**src/rtl/escritor_banco_registros_pkg.sv**
```systemverilog
// Shared constants and the saturating outstanding-write counter step for the
// register-bank write arbiter.
package escritor_banco_registros_pkg;

  localparam int ANCHO_DATO  = 16;
  localparam int ANCHO_DIR   = 3;
  localparam int NUM_REG     = 8;
  localparam int PROFUNDIDAD = 4;
  localparam int ANCHO_CONT  = 3;

  typedef logic [ANCHO_CONT-1:0] cont_t;

  localparam cont_t CONT_MAX = '1;

  typedef struct packed {
    cont_t valor;
    logic  error;
  } paso_cont_t;

  // A reserve and a retire on the same register cancel out, even at 0 or 7.
  function automatic paso_cont_t paso_contador(cont_t valor, logic inc, logic dec);
    paso_cont_t r;
    r.valor = valor;
    r.error = 1'b0;
    if (inc && !dec) begin
      if (valor == CONT_MAX) r.error = 1'b1;
      else                   r.valor = valor + 1'b1;
    end else if (dec && !inc) begin
      if (valor == '0) r.error = 1'b1;
      else             r.valor = valor - 1'b1;
    end
    return r;
  endfunction

endpackage

```
**src/rtl/escritor_banco_registros_if.sv**
```systemverilog
// Source handshakes, reservation port and bank write port of the
// register-bank writer, bundled for the top and its bench.
interface escritor_banco_registros_if #(
  parameter int ANCHO_DATO  = escritor_banco_registros_pkg::ANCHO_DATO,
  parameter int PROFUNDIDAD = escritor_banco_registros_pkg::PROFUNDIDAD
);
  import escritor_banco_registros_pkg::*;

  logic                         ValidoAlu;
  logic                         ListoAlu;
  logic [ANCHO_DIR-1:0]         DirAlu;
  logic [ANCHO_DATO-1:0]        DatoAlu;

  logic                         ValidoMem;
  logic                         ListoMem;
  logic [ANCHO_DIR-1:0]         DirMem;
  logic [ANCHO_DATO-1:0]        DatoMem;

  logic                         Reservar;
  logic [ANCHO_DIR-1:0]         DireccionReserva;

  logic                         HabilitarEscritura;
  logic [ANCHO_DIR-1:0]         DireccionEscritura;
  logic [ANCHO_DATO-1:0]        Entrada;

  logic [NUM_REG-1:0]           Pendiente;
  logic [$clog2(PROFUNDIDAD):0] Ocupacion;
  logic                         ErrorReserva;

  modport master (
    output ValidoAlu, DirAlu, DatoAlu,
    output ValidoMem, DirMem, DatoMem,
    output Reservar, DireccionReserva,
    input  ListoAlu, ListoMem,
    input  HabilitarEscritura, DireccionEscritura, Entrada,
    input  Pendiente, Ocupacion, ErrorReserva
  );

  modport slave (
    input  ValidoAlu, DirAlu, DatoAlu,
    input  ValidoMem, DirMem, DatoMem,
    input  Reservar, DireccionReserva,
    output ListoAlu, ListoMem,
    output HabilitarEscritura, DireccionEscritura, Entrada,
    output Pendiente, Ocupacion, ErrorReserva
  );

endinterface

```
**src/rtl/escritor_banco_registros_fifo_escritura.sv**
```systemverilog
// Write queue holding {dir, dato} entries between the result sources and
// the register bank. Head is shown as zero while empty.
module fifo_escritura #(
  parameter int ANCHO       = 19,
  parameter int PROFUNDIDAD = 4
) (
  input  logic             clk,
  input  logic             rst,
  input  logic             push,
  input  logic [ANCHO-1:0] dato_push,
  input  logic             pop,
  output logic [ANCHO-1:0] dato_cabeza,
  output logic             lleno,
  output logic             vacio,
  output logic [$clog2(PROFUNDIDAD):0] cuenta
);

  localparam int ANCHO_PTR = $clog2(PROFUNDIDAD);

  logic [ANCHO-1:0]     mem [PROFUNDIDAD];
  logic [ANCHO_PTR-1:0] ptr_lect;
  logic [ANCHO_PTR-1:0] ptr_escr;
  logic [ANCHO_PTR:0]   cuenta_q;
  logic                 hace_push;
  logic                 hace_pop;

  assign lleno     = (cuenta_q == (ANCHO_PTR+1)'(PROFUNDIDAD));
  assign vacio     = (cuenta_q == '0);
  assign hace_push = push & ~lleno;
  assign hace_pop  = pop & ~vacio;

  // Pointers wrap naturally because the depth is a power of two.
  always_ff @(posedge clk or posedge rst) begin
    if (rst) begin
      ptr_lect <= '0;
      ptr_escr <= '0;
      cuenta_q <= '0;
    end else begin
      if (hace_push) ptr_escr <= ptr_escr + 1'b1;
      if (hace_pop)  ptr_lect <= ptr_lect + 1'b1;
      if (hace_push && !hace_pop)      cuenta_q <= cuenta_q + 1'b1;
      else if (hace_pop && !hace_push) cuenta_q <= cuenta_q - 1'b1;
    end
  end

  always_ff @(posedge clk) begin
    if (hace_push) mem[ptr_escr] <= dato_push;
  end

  assign dato_cabeza = vacio ? '0 : mem[ptr_lect];
  assign cuenta      = cuenta_q;

endmodule

```
**src/rtl/escritor_banco_registros.sv**
```systemverilog
// Arbitrates ALU and memory results into a write queue that drains into the
// register bank one entry per cycle, and tracks reserved-but-unwritten registers.
module escritor_banco_registros #(
  parameter int ANCHO_DATO  = escritor_banco_registros_pkg::ANCHO_DATO,
  parameter int PROFUNDIDAD = escritor_banco_registros_pkg::PROFUNDIDAD
) (
  input logic                       Reloj,
  input logic                       Reiniciar,
  escritor_banco_registros_if.slave bus
);
  import escritor_banco_registros_pkg::*;

  localparam int ANCHO_ENTRADA = ANCHO_DIR + ANCHO_DATO;
  localparam int ANCHO_OCUP    = $clog2(PROFUNDIDAD) + 1;

  logic                     lleno;
  logic                     vacio;
  logic                     push;
  logic                     pop;
  logic                     push_mem;
  logic                     push_alu;
  logic [ANCHO_ENTRADA-1:0] entrada_push;
  logic [ANCHO_ENTRADA-1:0] cabeza;
  logic [ANCHO_OCUP-1:0]    ocupacion;

  cont_t                    contador [NUM_REG];
  paso_cont_t               paso_v   [NUM_REG];
  logic [NUM_REG-1:0]       error_paso;
  logic [NUM_REG-1:0]       pendiente;
  logic                     error_reserva;

  // Memory results have fixed priority over ALU results.
  assign bus.ListoMem = ~lleno;
  assign bus.ListoAlu = ~lleno & ~bus.ValidoMem;
  assign push_mem     = bus.ValidoMem & ~lleno;
  assign push_alu     = bus.ValidoAlu & bus.ListoAlu;
  assign push         = push_mem | push_alu;
  assign entrada_push = push_mem ? {bus.DirMem, bus.DatoMem}
                                 : {bus.DirAlu, bus.DatoAlu};
  assign pop          = ~vacio;

  fifo_escritura #(
    .ANCHO       (ANCHO_ENTRADA),
    .PROFUNDIDAD (PROFUNDIDAD)
  ) u_fifo (
    .clk         (Reloj),
    .rst         (Reiniciar),
    .push        (push),
    .dato_push   (entrada_push),
    .pop         (pop),
    .dato_cabeza (cabeza),
    .lleno       (lleno),
    .vacio       (vacio),
    .cuenta      (ocupacion)
  );

  assign bus.HabilitarEscritura = ~vacio;
  assign bus.DireccionEscritura = cabeza[ANCHO_ENTRADA-1 -: ANCHO_DIR];
  assign bus.Entrada            = cabeza[ANCHO_DATO-1:0];
  assign bus.Ocupacion          = ocupacion;
  assign bus.Pendiente          = pendiente;
  assign bus.ErrorReserva       = error_reserva;

  always_comb begin
    for (int i = 0; i < NUM_REG; i++) begin
      paso_v[i]     = paso_contador(contador[i],
                        bus.Reservar && (bus.DireccionReserva == ANCHO_DIR'(i)),
                        pop && (bus.DireccionEscritura == ANCHO_DIR'(i)));
      error_paso[i] = paso_v[i].error;
      pendiente[i]  = (contador[i] != '0);
    end
  end

  always_ff @(posedge Reloj or posedge Reiniciar) begin
    if (Reiniciar) begin
      for (int i = 0; i < NUM_REG; i++) contador[i] <= '0;
      error_reserva <= 1'b0;
    end else begin
      for (int i = 0; i < NUM_REG; i++) contador[i] <= paso_v[i].valor;
      error_reserva <= error_reserva | (|error_paso);
    end
  end

endmodule

```
**src/flat_wrapper.sv**
```systemverilog
// flat-port wrapper written by rule: the top's interface ports become plain ports
module escritor_banco_registros_flat import escritor_banco_registros_pkg::*;
#(
  parameter int ANCHO_DATO  = escritor_banco_registros_pkg::ANCHO_DATO,
  parameter int PROFUNDIDAD = escritor_banco_registros_pkg::PROFUNDIDAD
)
  (Reloj, Reiniciar, bus_ValidoAlu, bus_DirAlu, bus_DatoAlu, bus_ValidoMem, bus_DirMem, bus_DatoMem, bus_Reservar, bus_DireccionReserva, bus_ListoAlu, bus_ListoMem, bus_HabilitarEscritura, bus_DireccionEscritura, bus_Entrada, bus_Pendiente, bus_Ocupacion, bus_ErrorReserva);
  escritor_banco_registros_if #(.ANCHO_DATO(ANCHO_DATO), .PROFUNDIDAD(PROFUNDIDAD)) bus_i ();
  input logic Reloj;
  input logic Reiniciar;
  input wire logic [$bits(bus_i.ValidoAlu)-1:0] bus_ValidoAlu;
  input wire logic [$bits(bus_i.DirAlu)-1:0] bus_DirAlu;
  input wire logic [$bits(bus_i.DatoAlu)-1:0] bus_DatoAlu;
  input wire logic [$bits(bus_i.ValidoMem)-1:0] bus_ValidoMem;
  input wire logic [$bits(bus_i.DirMem)-1:0] bus_DirMem;
  input wire logic [$bits(bus_i.DatoMem)-1:0] bus_DatoMem;
  input wire logic [$bits(bus_i.Reservar)-1:0] bus_Reservar;
  input wire logic [$bits(bus_i.DireccionReserva)-1:0] bus_DireccionReserva;
  output wire logic [$bits(bus_i.ListoAlu)-1:0] bus_ListoAlu;
  output wire logic [$bits(bus_i.ListoMem)-1:0] bus_ListoMem;
  output wire logic [$bits(bus_i.HabilitarEscritura)-1:0] bus_HabilitarEscritura;
  output wire logic [$bits(bus_i.DireccionEscritura)-1:0] bus_DireccionEscritura;
  output wire logic [$bits(bus_i.Entrada)-1:0] bus_Entrada;
  output wire logic [$bits(bus_i.Pendiente)-1:0] bus_Pendiente;
  output wire logic [$bits(bus_i.Ocupacion)-1:0] bus_Ocupacion;
  output wire logic [$bits(bus_i.ErrorReserva)-1:0] bus_ErrorReserva;
  assign bus_i.ValidoAlu = bus_ValidoAlu;
  assign bus_i.DirAlu = bus_DirAlu;
  assign bus_i.DatoAlu = bus_DatoAlu;
  assign bus_i.ValidoMem = bus_ValidoMem;
  assign bus_i.DirMem = bus_DirMem;
  assign bus_i.DatoMem = bus_DatoMem;
  assign bus_i.Reservar = bus_Reservar;
  assign bus_i.DireccionReserva = bus_DireccionReserva;
  assign bus_ListoAlu = bus_i.ListoAlu;
  assign bus_ListoMem = bus_i.ListoMem;
  assign bus_HabilitarEscritura = bus_i.HabilitarEscritura;
  assign bus_DireccionEscritura = bus_i.DireccionEscritura;
  assign bus_Entrada = bus_i.Entrada;
  assign bus_Pendiente = bus_i.Pendiente;
  assign bus_Ocupacion = bus_i.Ocupacion;
  assign bus_ErrorReserva = bus_i.ErrorReserva;
  escritor_banco_registros #(.ANCHO_DATO(ANCHO_DATO), .PROFUNDIDAD(PROFUNDIDAD)) u_core (.Reloj(Reloj), .Reiniciar(Reiniciar), .bus(bus_i));
endmodule
```
**config.mk**
```make
export PLATFORM = sky130hd
export DESIGN_NAME = escritor_banco_registros_flat
export DESIGN_NICKNAME = d
export VERILOG_FILES = /design/src/rtl/escritor_banco_registros_pkg.sv /design/src/rtl/escritor_banco_registros_if.sv /design/src/rtl/escritor_banco_registros_fifo_escritura.sv /design/src/rtl/escritor_banco_registros.sv /design/src/flat_wrapper.sv
export SDC_FILE = /design/constraint.sdc
export NUM_CORES = 1
export LEC_CHECK = 0
export CAP_MARGIN = 5
export CORE_UTILIZATION = 29
export CTS_BUF_LIST = sky130_fd_sc_hd__clkbuf_16
export CTS_CLUSTER_DIAMETER = 50
export DETAILED_ROUTE_END_ITERATION = 8
export HOLD_SLACK_MARGIN = 0.03
export PLACE_DENSITY = 0.49
export SLEW_MARGIN = 25
export SYNTH_ARGS = -nofsm -noshare
export SYNTH_HDL_FRONTEND = slang
export SYNTH_SLANG_ARGS = --single-unit
```
**constraint.sdc**
```tcl
create_clock -name Reloj -period 6.3 [get_ports Reloj]
set_clock_uncertainty 0.05 [all_clocks]
set_input_delay 1.26 -clock Reloj [delete_from_list [all_inputs] [get_ports Reloj]]
set_output_delay 1.26 -clock Reloj [all_outputs]
set_load 0.03 [all_outputs]
```
==> results.txt <==
PD cells - 512 nW/um^2
Slew HR - 0.365
Final Slew Violations - 0
Register Area - 3080 sq um
Post-Syn Instances - 444
met3 Track Usage GR - 0.0311
vias in the first global route - 3883
Final nets - 602
mapped cell area - 5860 sq um
Critical Path Sink - bus_DireccionEscritura[1]
area grow syn2layout - 23.0%
DRT Wirelength - 12600 microns
Worst path max stage delay - 0.94 ns
mean routed wirelength per cell - 16.0 microns
# diodes - 0
global-route wire length before repair - 19900 microns
critical path endpoint category - output port
most frequent cells in the layout - 79 x clkdlybuf4s50_1, 76 x edfxtp_1, 37 x ha_1
met2 Use GR - 0.221
final hold slack - 0.460 ns
Post-synth EDFFs - 76
Antenna Nets Post-Route - 0
Total GRT Usage - 0.128
Ports - 80
most common cell after layout, fill and taps aside - clkdlybuf4s50_1
Crit path max-delay family - multiplexers
layout cell share with drive strength beyond 1 - 0.126
Leakage - 0.00269 uW
area share of the largest cell type after synthesis - 0.390
leading post-synthesis cells by cell area - edfxtp_1 39%, dfrtp_1 14%, ha_1 7.9%, mux4_2 4.6%, mux2_2 4.0%
Mean Syn Cell Area - 13.2 sq um
H-tree depth reported by CTS - 3
crit path kind - register to output port
R2R Path End - u_core.contador[17]
clk_lat worst skew - 0.35 ns
Vias per Instance - 4.85
Reg clk slew, reported paths - 0.08 ns
pre-CTS setup slack - 2.39 ns
ys async rst share - 0.296
CORE AREA - 19700 sq um
cell accounting for the most synthesized area - edfxtp_1
max-cap viol count - 0
Die Area - 20800 sq um
R2R depth - 5
area of the multi-input gates - 2590 sq um
gr busiest metal - met2
DR vias - 3823
count of cell types in the netlist - 59
Seq/Total Area, Yosys - 0.526
initial DRC count - 177
Initial Utilization - 0.298
final hold viol count - 0
Tmin final - 4.25 ns
Critical Path Stages - 3
Worst EP required - 4.99 ns
First-pass DRT Iterations - 4
FF-to-FF Start - u_core.u_fifo.ptr_lect[0]
port buffer count - 79
Hold Path Class - register to register
Worst R2R Setup Slack - 3.18 ns
CP arrival - 2.94 ns
syn_nets - 527
initial antenna violation count - 0
RSZ-0062 raised after global routing - no
CTS tree - yes
final setup fails - 0
Synth Flop Type - edfxtp_1
Die X-Extent - 144 microns
Max Clock Freq - 0.235 GHz
grt met1 use - 0.156
crit path cell chain - mux4_1 -> and2_1 -> clkdlybuf4s50_1
Yosys reg bits - 108
Num Clock Sinks - 108
post-layout util - 0.366
outcome - complete, no violations
Final HPWL DP - 8670 microns
CP bufs+invs - 1
GRT overflow - 0
Post-CTS Setup Inserts - 0
clk buf depth - 2
slowest CP cell - mux4_1
clk root buf - clkbuf_16
largest net degree at the start of global routing - 33
ratio of final minimum period to clock period - 0.675
Worst Max-Slew Pin Slew - 0.952 ns
crit start category - register
cts repair resizes - 0
hold buffers post-CTS - 0
routability cong. - 0.773
num rows - 51
drc violations - 0
CTS buffer count - 9
Filler cells - 1964
setup tns final - 0 ns
number of synthesis warnings - 0
CP startpoint - u_core.u_fifo.ptr_lect[0]
worst-path fanout max - 15
Final WS setup - 2.05 ns
maximum VDD drop - 0.258 mV
die outline height - 144 microns
[cells in the mapped netlist, drive strengths merged, types with 5 or more instances]
master   n
nor3     5
clkbuf  11
dfrtp   32
mux2    22
and2    23
mux4    19
edfxtp  76
o21ai   11
nand2b  11
buf      7
xnor2   13
a21oi   25
mux2i    6
o221ai   5
nand2   21
nand3    8
nor2    20
ha      37
inv     26
[routing by layer]
metal | part of all wire | vias to the layer above
met2 | 0.49 | 84
li1 | - | 1826
met3 | 0.043 | 13
met4 | 0.012 | 0
met5 | 0 | -
met1 | 0.46 | 1900
[logic make-up (layout without fill, tap and decap cells)]
family / Yosys count / after routing / synth area share
DFF: 108 / 108 / 0.526
xor gates and xnor gates: 16 / 16 / 0.0239
AOI/OAI and AO/OA: 71 / 71 / 0.0803
buffers and inverters: 44 / 124 / 0.0323
muxes: 47 / 47 / 0.131
adders and majority gates: 37 / 37 / 0.0791
and+or+nand+nor: 121 / 121 / 0.127
[layout make-up]
class | count | share of cell area
well taps | 265 | 0.0460
clock buffers | 9 | 0.0313
flip-flops and latches | 108 | 0.428
repair buffers | 82 | 0.113
clock inverters | 7 | 0.00869
multi-input cells | 292 | 0.359
inverters | 26 | 0.0136
[how the worst min path moves through the flow]
stage,startpoint,to,slack [ns],cells past startpoint
after floorplan,u_core.contador[12],u_core.contador[12],0.42,1
after global routing,u_core.contador[15],u_core.contador[15],0.48,1
final,u_core.contador[6],u_core.contador[6],0.46,1
after detailed placement,u_core.contador[9],u_core.contador[9],0.45,1
after CTS,u_core.contador[12],u_core.contador[12],0.47,1
after global placement,u_core.contador[12],u_core.contador[12],0.45,1
[per-stage QoR]
| stage | power [uW] | cell area [sq um] | cells |
|---|---|---|---|
| 3_3_place_gp | 3120 | 6910 | 773 |
| 5_1_grt | 3950 | 7200 | 789 |
| 3_5_place_dp | 3170 | 6910 | 773 |
| 6_report | 3690 | 7200 | 789 |
| 4_1_cts | 3750 | 7200 | 789 |
| 2_1_floorplan | 2550 | 5860 | 444 |
[flip-flops by register name (all words and copies together), names as in the netlist]
signal                   count
u_core.u_fifo.mem           76
u_core.contador             24
u_core.u_fifo.cuenta         3
u_core.u_fifo.ptr_escr       2
u_core.u_fifo.ptr_lect       2
u_core.bus.ErrorReserva      1
[power by group]
part,switching (uW),internal [uW],total [uW]
sequential,163,1050,1210
clock,283,279,562
combinational,1070,840,1910
total,1520,2170,3690
Note: power is estimated with default switching activity, not from simulation.
